<file path="src/rtl/rx_arb_pkg.sv">
// Shared definitions for the RX frame arbiter: state encoding, port-index width
// helper, default watchdog limit and statistics counter width.
package rx_arb_pkg;

    typedef enum logic [1:0] {
        IDLE  = 2'd0,
        XFER  = 2'd1,
        DRAIN = 2'd2
    } arb_state_e;

    localparam int DEFAULT_TIMEOUT_CYC = 1024;
    localparam int STAT_W              = 16;

    function automatic int port_idx_w(input int n);
        return (n < 2) ? 1 : $clog2(n);
    endfunction

endpackage

</file>
<file path="src/rtl/rx_arb_skid.sv">
// Two-entry byte+last skid buffer: unconditional push (caller guarantees room),
// occupancy report and valid/ready pop. Head entry holds steady until popped.
module rx_arb_skid
    import rx_arb_pkg::*;
(
    input  logic       clk,
    input  logic       rst,
    input  logic       push,
    input  logic [7:0] push_data,
    input  logic       push_last,
    output logic [1:0] occupancy,
    output logic       out_valid,
    output logic [7:0] out_data,
    output logic       out_last,
    input  logic       out_ready
);

    logic [8:0] mem_q [2];
    logic [8:0] mem_d [2];
    logic       rd_ptr_q, rd_ptr_d;
    logic       wr_ptr_q, wr_ptr_d;
    logic [1:0] cnt_q, cnt_d;
    logic       pop, push_ok;

    assign out_valid = (cnt_q != 2'd0);
    assign out_data  = mem_q[rd_ptr_q][7:0];
    assign out_last  = mem_q[rd_ptr_q][8];
    assign occupancy = cnt_q;

    always_comb begin
        mem_d    = mem_q;
        rd_ptr_d = rd_ptr_q;
        wr_ptr_d = wr_ptr_q;
        pop      = out_valid && out_ready;
        push_ok  = push && ((cnt_q != 2'd2) || pop);
        if (push_ok) begin
            mem_d[wr_ptr_q] = {push_last, push_data};
            wr_ptr_d        = ~wr_ptr_q;
        end
        if (pop) begin
            rd_ptr_d = ~rd_ptr_q;
        end
        cnt_d = cnt_q + 2'(push_ok) - 2'(pop);
    end

    always_ff @(posedge clk or posedge rst) begin
        if (rst) begin
            mem_q[0] <= '0;
            mem_q[1] <= '0;
            rd_ptr_q <= 1'b0;
            wr_ptr_q <= 1'b0;
            cnt_q    <= 2'd0;
        end else begin
            mem_q    <= mem_d;
            rd_ptr_q <= rd_ptr_d;
            wr_ptr_q <= wr_ptr_d;
            cnt_q    <= cnt_d;
        end
    end

endmodule

</file>
<file path="src/rtl/rx_frame_arbiter.sv">
// Frame-granular round-robin arbiter from per-PHY RX FIFOs to one MAC ingress,
// with starvation watchdog. Optional per-port statistics under RX_ARB_STATS_EN.
module rx_frame_arbiter
    import rx_arb_pkg::*;
#(
    parameter int NUM_PORTS   = 4,
    parameter int PORT_W      = port_idx_w(NUM_PORTS),
    parameter int TIMEOUT_CYC = DEFAULT_TIMEOUT_CYC
) (
    input  logic                   clk,
    input  logic                   rst,
    input  logic [NUM_PORTS-1:0]   rx_frame_exist,
    input  logic [NUM_PORTS-1:0]   rx_empty,
    input  logic [8*NUM_PORTS-1:0] rx_dout,
    input  logic [NUM_PORTS-1:0]   rx_eod,
    output logic [NUM_PORTS-1:0]   rx_rden,
    output logic [7:0]             dn_data,
    output logic                   dn_valid,
    output logic                   dn_last,
    output logic [PORT_W-1:0]      dn_port,
    input  logic                   dn_ready,
    output logic                   dn_abort,
    output logic                   busy
`ifdef RX_ARB_STATS_EN
    ,
    input  logic [PORT_W-1:0]      stat_sel,
    output logic [15:0]            stat_frames,
    output logic [15:0]            stat_aborts
`endif
);

    arb_state_e        state_q, state_d;
    logic [PORT_W-1:0] grant_q, grant_d;
    logic [PORT_W-1:0] last_grant_q, last_grant_d;
    logic [PORT_W-1:0] scan_idx;
    logic              inflight_q, inflight_d;
    logic              eod_done_q, eod_done_d;
    logic              aborted_q, aborted_d;
    logic [15:0]       wdog_q, wdog_d;
    logic [7:0]        dout_arr [NUM_PORTS];
    logic              rd_en, skid_push, skid_pop, skid_valid, skid_last;
    logic              eod_now, room, found;
    logic [7:0]        skid_data;
    logic [1:0]        skid_occ;
    logic [2:0]        occ;

    for (genvar g = 0; g < NUM_PORTS; g++) begin : g_port
        assign dout_arr[g] = rx_dout[8*g +: 8];
        assign rx_rden[g]  = rd_en && (grant_q == PORT_W'(g));
    end

    rx_arb_skid u_skid (
        .clk       (clk),
        .rst       (rst),
        .push      (skid_push),
        .push_data (dout_arr[grant_q]),
        .push_last (rx_eod[grant_q]),
        .occupancy (skid_occ),
        .out_valid (skid_valid),
        .out_data  (skid_data),
        .out_last  (skid_last),
        .out_ready (dn_ready)
    );

    assign dn_valid = skid_valid;
    assign dn_data  = skid_data;
    assign dn_last  = skid_last;
    assign dn_port  = grant_q;
    assign busy     = (state_q != IDLE);
    assign skid_pop = skid_valid && dn_ready;
    // The byte read last cycle is on dout now; its EOD flag must stop a read this cycle.
    assign eod_now  = inflight_q && rx_eod[grant_q];

    always_comb begin
        state_d      = state_q;
        grant_d      = grant_q;
        last_grant_d = last_grant_q;
        inflight_d   = 1'b0;
        eod_done_d   = eod_done_q || eod_now;
        aborted_d    = aborted_q;
        wdog_d       = wdog_q;
        rd_en        = 1'b0;
        skid_push    = 1'b0;
        dn_abort     = 1'b0;
        found        = 1'b0;
        scan_idx     = '0;
        occ          = 3'(skid_occ) + 3'(inflight_q) - 3'(skid_pop);
        room         = (occ < 3'd2);

        case (state_q)
            IDLE: begin
                for (int k = 1; k <= NUM_PORTS; k++) begin
                    scan_idx = PORT_W'((int'(last_grant_q) + k) % NUM_PORTS);
                    if (!found && rx_frame_exist[scan_idx]) begin
                        found   = 1'b1;
                        grant_d = scan_idx;
                    end
                end
                if (found) begin
                    state_d    = XFER;
                    eod_done_d = 1'b0;
                    aborted_d  = 1'b0;
                    wdog_d     = '0;
                end
            end
            XFER: begin
                skid_push  = inflight_q;
                rd_en      = !rx_empty[grant_q] && !eod_done_q && !eod_now && room;
                inflight_d = rd_en;
                if (!eod_done_q && !eod_now) begin
                    if (rd_en) begin
                        wdog_d = '0;
                    end else if (rx_empty[grant_q]) begin
                        wdog_d = wdog_q + 16'd1;
                    end
                    if (wdog_d == 16'(TIMEOUT_CYC)) begin
                        state_d = DRAIN;
                    end
                end
                if (skid_pop && skid_last) begin
                    state_d      = IDLE;
                    last_grant_d = grant_q;
                end
            end
            DRAIN: begin
                // Buffered beats leave first; the abort follows once the skid is empty.
                if (!aborted_q) begin
                    if (skid_occ == 2'd0) begin
                        dn_abort  = 1'b1;
                        aborted_d = 1'b1;
                    end
                end else if (eod_done_q || eod_now) begin
                    state_d      = IDLE;
                    last_grant_d = grant_q;
                end else begin
                    rd_en      = !rx_empty[grant_q];
                    inflight_d = rd_en;
                end
            end
            default: state_d = IDLE;
        endcase
    end

    always_ff @(posedge clk or posedge rst) begin
        if (rst) begin
            state_q      <= IDLE;
            grant_q      <= '0;
            last_grant_q <= PORT_W'(NUM_PORTS - 1);
            inflight_q   <= 1'b0;
            eod_done_q   <= 1'b0;
            aborted_q    <= 1'b0;
            wdog_q       <= '0;
        end else begin
            state_q      <= state_d;
            grant_q      <= grant_d;
            last_grant_q <= last_grant_d;
            inflight_q   <= inflight_d;
            eod_done_q   <= eod_done_d;
            aborted_q    <= aborted_d;
            wdog_q       <= wdog_d;
        end
    end

`ifdef RX_ARB_STATS_EN
    logic [STAT_W-1:0] frames_arr [NUM_PORTS];
    logic [STAT_W-1:0] aborts_arr [NUM_PORTS];
    logic [STAT_W-1:0] stat_frames_q, stat_frames_d;
    logic [STAT_W-1:0] stat_aborts_q, stat_aborts_d;

    function automatic logic [STAT_W-1:0] sat_inc(input logic [STAT_W-1:0] v);
        return (v == '1) ? v : v + 1'b1;
    endfunction

    for (genvar g = 0; g < NUM_PORTS; g++) begin : g_stat
        logic [STAT_W-1:0] frames_q, frames_d;
        logic [STAT_W-1:0] aborts_q, aborts_d;

        always_comb begin
            frames_d = frames_q;
            aborts_d = aborts_q;
            if (skid_pop && skid_last && (grant_q == PORT_W'(g))) begin
                frames_d = sat_inc(frames_q);
            end
            if (dn_abort && (grant_q == PORT_W'(g))) begin
                aborts_d = sat_inc(aborts_q);
            end
        end

        always_ff @(posedge clk or posedge rst) begin
            if (rst) begin
                frames_q <= '0;
                aborts_q <= '0;
            end else begin
                frames_q <= frames_d;
                aborts_q <= aborts_d;
            end
        end

        assign frames_arr[g] = frames_q;
        assign aborts_arr[g] = aborts_q;
    end

    always_comb begin
        stat_frames_d = frames_arr[stat_sel];
        stat_aborts_d = aborts_arr[stat_sel];
    end

    always_ff @(posedge clk or posedge rst) begin
        if (rst) begin
            stat_frames_q <= '0;
            stat_aborts_q <= '0;
        end else begin
            stat_frames_q <= stat_frames_d;
            stat_aborts_q <= stat_aborts_d;
        end
    end

    assign stat_frames = stat_frames_q;
    assign stat_aborts = stat_aborts_q;
`endif

endmodule
</file>
<file path="config.mk">
export PLATFORM = sky130hd
export DESIGN_NAME = rx_frame_arbiter
export DESIGN_NICKNAME = d
export VERILOG_FILES = /design/src/rtl/rx_arb_pkg.sv /design/src/rtl/rx_arb_skid.sv /design/src/rtl/rx_frame_arbiter.sv
export SDC_FILE = /design/constraint.sdc
export NUM_CORES = 1
export LEC_CHECK = 0
export ABC_CLOCK_PERIOD_IN_PS = 11900
export BUFFER_PORTS_ARGS = -buffer_cell sky130_fd_sc_hd__buf_2
export CORE_MARGIN = 2
export CORE_UTILIZATION = 59
export CTS_CLUSTER_DIAMETER = 150
export DETAILED_ROUTE_END_ITERATION = 8
export MAX_ROUTING_LAYER = met4
export PLACE_DENSITY = 0.93
export SLEW_MARGIN = 20
export SYNTH_ARGS = -nofsm -noshare
export SYNTH_HDL_FRONTEND = slang
export SYNTH_SLANG_ARGS = --single-unit
</file>
<file path="constraint.sdc">
create_clock -name clk -period 11.9 [get_ports clk]
set_input_delay 3.57 -clock clk [delete_from_list [all_inputs] [get_ports clk]]
set_output_delay 3.57 -clock clk [all_outputs]
set_load 0.005 [all_outputs]
</file>
==> qor.yml <==
finalSetupViolations: 0
synth_common_cells: "dfrtp_1, nand2_1, mux2_2"
fillers: 370
rsz0062_at_grt: "no"
overflow: 0
grt_pass1_wl_mm: 11.83
nNetsFinal: 412
synthXorXnorAreaFrac: 0.02307
drc: 0
drtPass1Iterations: 7
fin_util: 0.6901
first_iter_violations: 176
postCtsSetupBuffers: 0
numCtsBuffers: 5
cts_hold_buf: 0
dr_wl_met3_um: 346
syn_area_um2: 3037
yosysUniqueCellTypes: 58
synthAdderAreaFrac: 0.03543
synthSimpleGateAreaFrac: 0.1776
ir_drop_uv: 143.7
total_power_w: 0.0006958
antenna_found_initial: 0
arrival_ps: 5820
grt_max_degree: 48
cts_root_buf: "clkbuf_8"
synth.most_common_cell: "dfrtp_1"
htreeDepth: 2
ys_ff_latch: 47
num_antenna_cells: 0
synthCells: 298
drt-met1-wl_mm: 2.893
period_needed_ps: 9394
syn_to_final_growth_pct: 14.59
post-route-period-util: 0.7894
reg2reg_slack_ps: 8200
cap_violations: 0
cp.required_ps: 8330
synth.area.mux_share: 0.1879
startpoint: "dn_ready"
reg2reg_to: "wdog_q[4]"
cp-endpoint: "rx_rden[2]"
hpwl_mm: 5.417
routed_wirelength_mm: 7.332
synth_edf_count: 0
cellLeakagePower_nw: 1.677
avgSynthCellArea_um2: 10.19
cts.reportedPaths.clkPinSlew_ps: 100
num_rows: 26
top_layer: "met4"
initial_core_util: 0.6022
wire_per_inst_um: 17.13
setup_tns_ps: 0
portBuffers: 64
r2r_start: "u_skid.occupancy[1]"
rr_worst_depth: 13
final-hold-violation-count: 0
start_kind: "input pin"
track_usage: 0.2829
status: "finished, final reports clean"
clkLatencyLatePin_ps: 310
grt_pass1_vias: 2524
synth_top_flop_cell: "dfrtp_1"
synth_seq_area_share: 0.3881
hold_path.class: "reg -> reg"
ant_nets: 0
cts_resized: 0
cts_max_path_buffers: 2
synth_top_family_by_area: "multiplexers"
die_y_um: 75.74
async_flop_share: 1.000
drv_slew: 0
max_freq_mhz: 106.5
drive_gt1_frac: 0.3492
end_kind: "output port"
finalClockSkew_ps: 11.11
yosysWarnings: 0
synth_area_leaders: "dfrtp_1, mux2_2, mux4_2"
syn_nets: 353
vias_per_cell: 6.180
tightest_slew_ps: 833.0
critical_path_class: "in -> out"
gp_congestion: 0.9165
fp.dieW_um: 75.74
clock-sinks: 47
relSlewSlack: 0.4435
synth-compound-area-share: 0.1516
dr_wl_met2_mm: 3.937
ios: 65
core_region_area_um2: 5042
die-area_um2: 5737
crit_path_max_fanout: 5
num_vias: 2645
yosys.area.top_type: "dfrtp_1"
power_density_nw_per_um2: 200.0
synth_top_area_frac: 0.3708
cts_tree: "built"
==> worst min path at each step <==
stage / endpoint / start / depth (start not counted) / slack [ps]
after floorplan: u_skid.wr_ptr_q / u_skid.wr_ptr_q / 1 / 460
after global placement: u_skid.wr_ptr_q / u_skid.wr_ptr_q / 1 / 470
after detailed placement: u_skid.wr_ptr_q / u_skid.wr_ptr_q / 1 / 490
after CTS: u_skid.wr_ptr_q / u_skid.wr_ptr_q / 1 / 500
after global routing: u_skid.mem_q[9] / u_skid.mem_q[9] / 1 / 530
final: u_skid.wr_ptr_q / u_skid.wr_ptr_q / 1 / 510
==> layout make-up <==
class                      count  area [µm²]  share of cell area
clock buffer                   5       68.82             0.01978
clock inverter                 3       22.52            0.006472
timing repair buffer          64       320.3             0.09205
inverter                      14       53.80             0.01546
sequential                    47        1179              0.3387
tap                           70       87.58             0.02517
multi-input combinational    225        1748              0.5023
==> sequential cells by signal (all words and copies together), names as in the netlist <==
| register | cells |
|---|---|
| u_skid.occupancy | 2 |
| eod_done_q | 1 |
| inflight_q | 1 |
| u_skid.rd_ptr_q | 1 |
| wdog_q | 16 |
| dn_port | 2 |
| state_q | 2 |
| last_grant_q | 2 |
| u_skid.wr_ptr_q | 1 |
| u_skid.mem_q | 18 |
| aborted_q | 1 |
==> logic make-up (layout without fill, tap and decap cells) <==
kind of cell | after synthesis | in the layout
simple gates | 100 | 100
compound gates | 68 | 68
flops | 47 | 47
mux | 41 | 41
buf+inv | 26 | 86
fa+ha+maj | 8 | 8
xor+xnor | 8 | 8
==> through the flow <==
stage | cell area, µm² | hold WS (ps) | worst slack [ps] | cells
after detailed placement | 3387 | 487.8 | 2512 | 420
after floorplan | 3037 | 455.5 | 2919 | 298
final | 3480 | 507.7 | 2506 | 428
after global placement | 3387 | 471.6 | 2627 | 420
after global routing | 3480 | 530.9 | 2299 | 428
after CTS | 3478 | 503.0 | 2510 | 428
==> critical path, cell delays in order <==
cell and delay, ps:
buf_2 100, o21ai_0 120, inv_1 100, ha_1 300, inv_1 70, nand2_1 60
fa_1 390, xnor2_1 130, and2_1 210, a22o_1 220, and3_1 230, and3b_1 200
buf_2 130
==> where the power goes <==
group / leakage, nW / switching [W] / internal (W) / total, W
Clock: 0.0489 / 0.0000588 / 0.0000426 / 0.000101
Sequential: 0.618 / 0.0000579 / 0.000205 / 0.000263
Combinational: 1.01 / 0.000173 / 0.000159 / 0.000331
Total: 1.68 / 0.000289 / 0.000406 / 0.000696
==> placed cells by master (no fill, tap or decap), types with 3 or more instances in the layout <==
master,synthesis,final
and4_1,3,3
inv_1,14,13
nand2_1,38,38
nor3b_1,5,5
a211oi_1,3,3
o21ai_1,11,11
clkbuf_8,0,5
mux2_2,28,28
o31ai_1,3,3
nand4_1,3,3
mux4_2,10,10
and3_1,9,9
dfrtp_1,45,45
ha_1,7,7
buf_2,3,64
a21o_1,3,3
mux2i_1,3,3
o21ai_0,20,20
nand3_1,6,6
and2_1,9,9
xor2_1,3,3
nor2_1,11,11
xnor2_1,5,5
a21oi_1,4,4
==> metal layers <==
layer | up-vias | track usage
met5 | - | -
met4 | 0 | 0.08577
met3 | 17 | 0.05026
met2 | 99 | 0.5057
met1 | 1307 | 0.3210
li1 | 1222 | -
Power figures use the tool's default switching activity.
